<file path="src/rtl/mem_stage_lsu.sv">
// MEM-stage load/store initiator for the word-indexed data memory.
// Byte/half/word accesses; sub-word stores use read-modify-write.
module mem_stage_lsu #(
    parameter int MEM_WORDS = 10240
) (
    input  logic        clk,
    input  logic        rst,
    input  logic        req_valid,
    output logic        req_ready,
    input  logic        req_we,
    input  logic [1:0]  req_size,
    input  logic        req_signed,
    input  logic [31:0] req_addr,
    input  logic [31:0] req_wdata,
    output logic        resp_valid,
    input  logic        resp_ready,
    output logic [31:0] resp_rdata,
    output logic        resp_err,
    output logic        mem_read,
    output logic        mem_write,
    output logic [31:0] mem_addr,
    output logic [31:0] mem_wdata,
    input  logic [31:0] mem_rdata,
    output logic        busy
);

    typedef enum logic [2:0] {
        IDLE, LOAD, STORE, RMW_RD, RMW_WR, RESP
    } state_t;

    localparam logic [29:0] LIMIT = 30'(MEM_WORDS);

    state_t      state_q, state_d;
    logic [31:0] addr_q;
    logic [31:0] wdata_q;
    logic [31:0] merge_q;
    logic [31:0] rdata_q;
    logic [1:0]  size_q;
    logic        we_q;
    logic        signed_q;
    logic        err_q;
    logic        req_err;
    logic        accept;

    function automatic logic [31:0] load_ext(
        input logic [31:0] w,
        input logic [1:0]  off,
        input logic [1:0]  sz,
        input logic        sgn
    );
        logic [7:0]  b;
        logic [15:0] h;
        logic [31:0] r;
        b = w[{off, 3'b000} +: 8];
        h = off[1] ? w[31:16] : w[15:0];
        case (sz)
            2'b00:   r = {{24{sgn & b[7]}}, b};
            2'b01:   r = {{16{sgn & h[15]}}, h};
            default: r = w;
        endcase
        return r;
    endfunction

    function automatic logic [31:0] merge(
        input logic [31:0] w,
        input logic [1:0]  off,
        input logic [1:0]  sz,
        input logic [31:0] d
    );
        logic [31:0] r;
        r = w;
        if (sz == 2'b00) begin
            r[{off, 3'b000} +: 8] = d[7:0];
        end else if (off[1]) begin
            r[31:16] = d[15:0];
        end else begin
            r[15:0] = d[15:0];
        end
        return r;
    endfunction

    assign req_err = (req_size == 2'b11)
                   | ((req_size == 2'b01) & req_addr[0])
                   | ((req_size == 2'b10) & (req_addr[1:0] != 2'b00))
                   | (req_addr[31:2] >= LIMIT);

    assign accept = (state_q == IDLE) & req_valid;

    always_comb begin
        state_d   = state_q;
        mem_read  = 1'b0;
        mem_write = 1'b0;
        mem_wdata = 32'h0;
        case (state_q)
            IDLE: begin
                if (req_valid) begin
                    if (req_err)                state_d = RESP;
                    else if (!req_we)           state_d = LOAD;
                    else if (req_size == 2'b10) state_d = STORE;
                    else                        state_d = RMW_RD;
                end
            end
            LOAD: begin
                mem_read = 1'b1;
                state_d  = RESP;
            end
            STORE: begin
                mem_write = 1'b1;
                mem_wdata = wdata_q;
                state_d   = RESP;
            end
            RMW_RD: begin
                mem_read = 1'b1;
                state_d  = RMW_WR;
            end
            RMW_WR: begin
                mem_write = 1'b1;
                mem_wdata = merge(merge_q, addr_q[1:0], size_q, wdata_q);
                state_d   = RESP;
            end
            RESP: begin
                if (resp_ready) state_d = IDLE;
            end
            default: state_d = IDLE;
        endcase
    end

    always_ff @(posedge clk or posedge rst) begin
        if (rst) begin
            state_q  <= IDLE;
            addr_q   <= '0;
            wdata_q  <= '0;
            merge_q  <= '0;
            rdata_q  <= '0;
            size_q   <= '0;
            we_q     <= 1'b0;
            signed_q <= 1'b0;
            err_q    <= 1'b0;
        end else begin
            state_q <= state_d;
            if (accept) begin
                addr_q   <= req_addr;
                wdata_q  <= req_wdata;
                size_q   <= req_size;
                we_q     <= req_we;
                signed_q <= req_signed;
                err_q    <= req_err;
                rdata_q  <= '0;
            end
            if (state_q == LOAD && !we_q) begin
                rdata_q <= load_ext(mem_rdata, addr_q[1:0], size_q, signed_q);
            end
            if (state_q == RMW_RD) begin
                merge_q <= mem_rdata;
            end
        end
    end

    // Address comes from the captured request so it stays put until the next accept
    assign mem_addr   = {2'b00, addr_q[31:2]};
    assign req_ready  = (state_q == IDLE);
    assign resp_valid = (state_q == RESP);
    assign resp_rdata = rdata_q;
    assign resp_err   = err_q;
    assign busy       = (state_q != IDLE);

endmodule

</file>
<file path="config.mk">
export PLATFORM = sky130hd
export DESIGN_NAME = mem_stage_lsu
export DESIGN_NICKNAME = d
export VERILOG_FILES = /design/src/rtl/mem_stage_lsu.sv
export SDC_FILE = /design/constraint.sdc
export NUM_CORES = 1
export LEC_CHECK = 0
export ABC_AREA = 1
export CORE_ASPECT_RATIO = 0.7
export CORE_MARGIN = 10
export CORE_UTILIZATION = 49
export DETAILED_ROUTE_END_ITERATION = 8
export PLACE_DENSITY = 0.86
export SLEW_MARGIN = 25
export SYNTH_ARGS = -nofsm -noshare
export SYNTH_HDL_FRONTEND = slang
export SYNTH_SLANG_ARGS = --single-unit
</file>
<file path="constraint.sdc">
create_clock -name clk -period 7.1 [get_ports clk]
set_input_delay 2.13 -clock clk [delete_from_list [all_inputs] [get_ports clk]]
set_output_delay 2.13 -clock clk [all_outputs]
set_load 0.01 [all_outputs]
</file>
==> results.cfg <==
[setup_path]
crit_path_max_incr_delay_ps = 740
crit_family = buffers and inverters
cp-end-kind = output pin
crit_type = flop to output pin
arrival_ps = 3370
critPathRequiredTime_ps = 4970
startpoint_type = flop
critPathBufInv = 2
crit_chain = inv_1, ha_1, nor2_1, nand2_1, o221ai_1, nand3_1, o21ai_0, clkdlybuf4s50_1
critical-path-slowest-cell = dfrtp_2
crit_fanout = 42

[route]
vias = 7376
ant_nets = 0
top_layer = met4
drtIter0Drc = 753
wl_met1_um = 10490
dr_wl_met3_um = 2732
vias_per_cell = 5.472
drc = 0
first_pass_iters = 5
routedWlPerCell_um = 18.14
totalWireLength_um = 24460
wl_met2_um = 10920

[floorplanning]
dieArea_um2 = 20770
fp.coreArea_um2 = 14860
row_count = 37
io_pins = 206
die_w_um = 168.0
die_y_um = 123.6
start_util_pct = 50.58

[timing]
hold_viol = 0
worstMarginPinSlew_ps = 905.7
fmax_mhz = 181.9
fin_crit_sh_pct = 77.43
whs_ps = 468.0
final_max_slew_viol_count = 0
rsz0062_at_grt = no
skew_ps = 7.308
setup_ws_ps = 1603
final-setup-viol-count = 0
fin_crit_ps = 5497
finalSetupTns_ps = 0
slew_headroom_pct = 39.62

[finish]
drive_gt1_share_pct = 5.464
num-nets-final = 1249
nFillCells = 1199
diodes = 0
area_growth_pct = 33.30

[power]
leakage_uw = 0.004741
peakVddDrop_mv = 0.2355
power_density_nw_per_um2 = 447.4

[grt]
grt_pass1_vias = 6964
grt_max_degree = 97
grt_overflow_total = 0
grt_pass1_wl_um = 38270
antenna_found_initial = 0
grt.total_usage_pct = 22.96

[logic_synthesis]
syn_area_per_cell_um2 = 7.508
synth_area_leaders = dfrtp_1 (45%), nand2_1 (14%), o21ai_0 (12%)
netlist.top_cell.by_area = dfrtp_1
yosysWarnings = 0
postSynthCellCount = 1001
synth_top_area_share_pct = 45.28
syn_area_um2 = 7516
ys.flop_type = dfrtp_1
synth_edf_count = 0
synth-async-reset-ratio_pct = 100.0
ys_ff_latch = 136
synth.top_cells.by_count = nand2_1 (279), o21ai_0 (180), dfrtp_1 (136), inv_1 (116), a21oi_1 (56)
yosys.cell_count.top_type = nand2_1
ys_types = 31
synth-seq-area-share_pct = 45.28

[clocking]
post_cts_buffers = 0
cts_buffers = 17
postCtsResizedCells = 0
htreeDepth = 4
cts_hold_buffers = 0
cts.reportedPaths.clkPinSlew_ps = 60
worstSkewPairLatency_ps = 420
cts_tree = built
clock_sinks = 136
clock_path_buffers = 2
cts_root_buffer = clkbuf_16

[hold_path]
hold_class = flop to flop

[job]
cap_violations = 0

[placed_design]
port_buffers = 203
dp_hpwl_um = 17810
preCtsSetupSlack_ps = 2124
gp_congestion = 0.9562

[outcome]
status = completed
tightest hold or removal path: stages (launching register included):
cell and delay (ps):
dfrtp_1 340, nand2_1 50, nand2_1 50
path summary, 6_finish.rpt:
kind                                         from  slack, ps  depth (start not counted)                   endpoint
setup / recovery            addr_q[1]$_DFFE_PP0P_       1600                          8              mem_wdata[23]
hold / removal             addr_q[11]$_DFFE_PP0P_        470                          2     addr_q[11]$_DFFE_PP0P_
setup reg to reg            size_q[1]$_DFFE_PP0P_       4310                          5  resp_rdata[5]$_DFFE_PP0P_
hold reg to reg            addr_q[11]$_DFFE_PP0P_        470                          2     addr_q[11]$_DFFE_PP0P_
max in group asynchronous                     rst       3780                          3    wdata_q[11]$_DFFE_PP0P_
min in group asynchronous                     rst       2250                          2     addr_q[13]$_DFFE_PP0P_
where the power goes:
part	switching, uW	leakage, uW	internal [uW]
combinational	1280	0.00283	955
clock	380	0.000311	607
sequential	214	0.00160	1050
total	1870	0.00474	2610
area by class of cell:
class                   instances  area, um2  area share (%)
clock buffers                  18      439.2           4.384
clock inverters                14      207.7           2.073
inverters                     121      461.7           4.608
multi-input cells             656       3192           31.86
flip-flops and latches        136       3405           33.98
well taps                     195      244.0           2.435
repair buffers                208       2069           20.66
layer usage:
layer | up-vias | track usage [%]
li1 | 3509 | -
met1 | 3449 | 30.26
met2 | 383 | 35.24
met3 | 35 | 8.530
met4 | 0 | 5.911
met5 | - | 0
sequential cells by signal, summed over array words and instances, names as in the netlist:
| signal | flops |
|---|---|
| size_q | 2 |
| signed_q | 1 |
| resp_rdata | 32 |
| wdata_q | 32 |
| we_q | 1 |
| resp_err | 1 |
| addr_q | 32 |
| state_q | 3 |
| merge_q | 32 |
cell usage in the layout, fill, tap and decap left out, types with 2 or more instances in the layout:
cell type        instances
inv_1                  115
o21ai_0                180
nor3_1                   3
nand3_2                 10
o221ai_1                19
inv_2                    3
ha_1                     5
buf_4                    5
conb_1                   2
nand3_1                 53
nand3_4                  2
a21oi_1                 56
bufinv_16                4
clkdlybuf4s50_1        203
nor2_4                   3
clkbuf_16               17
dfrtp_1                135
nor2_1                  20
o31ai_1                  3
nand2_1                279
nor2_8                   2
clkinvlp_4               2
o21ai_1                  2
o211ai_1                13
inv_6                    7
through the flow:
| stage | power, uW | cell area, um2 | utilization, % | instances |
|---|---|---|---|---|
| after floorplan | 2579 | 7520 | - | 1002 |
| after global placement | 3414 | 9359 | 62.98 | 1316 |
| after detailed placement | 3464 | 9364 | 63.01 | 1316 |
| after CTS | 4467 | 10010 | 67.37 | 1348 |
| after global routing | 4772 | 10020 | 67.42 | 1348 |
| final | 4482 | 10020 | 67.42 | 1348 |
logic make-up after synthesis:
| group | share of synthesized area (%) |
|---|---|
| other | 0.04989 |
| AO/OA/AOI/OAI | 19.66 |
| buffers and inverters | 12.67 |
| adder cells (fa/ha/maj) | 0.8324 |
| AND/OR/NAND/NOR | 21.51 |
| flip-flops | 45.28 |
Power figures use the tool's default switching activity.
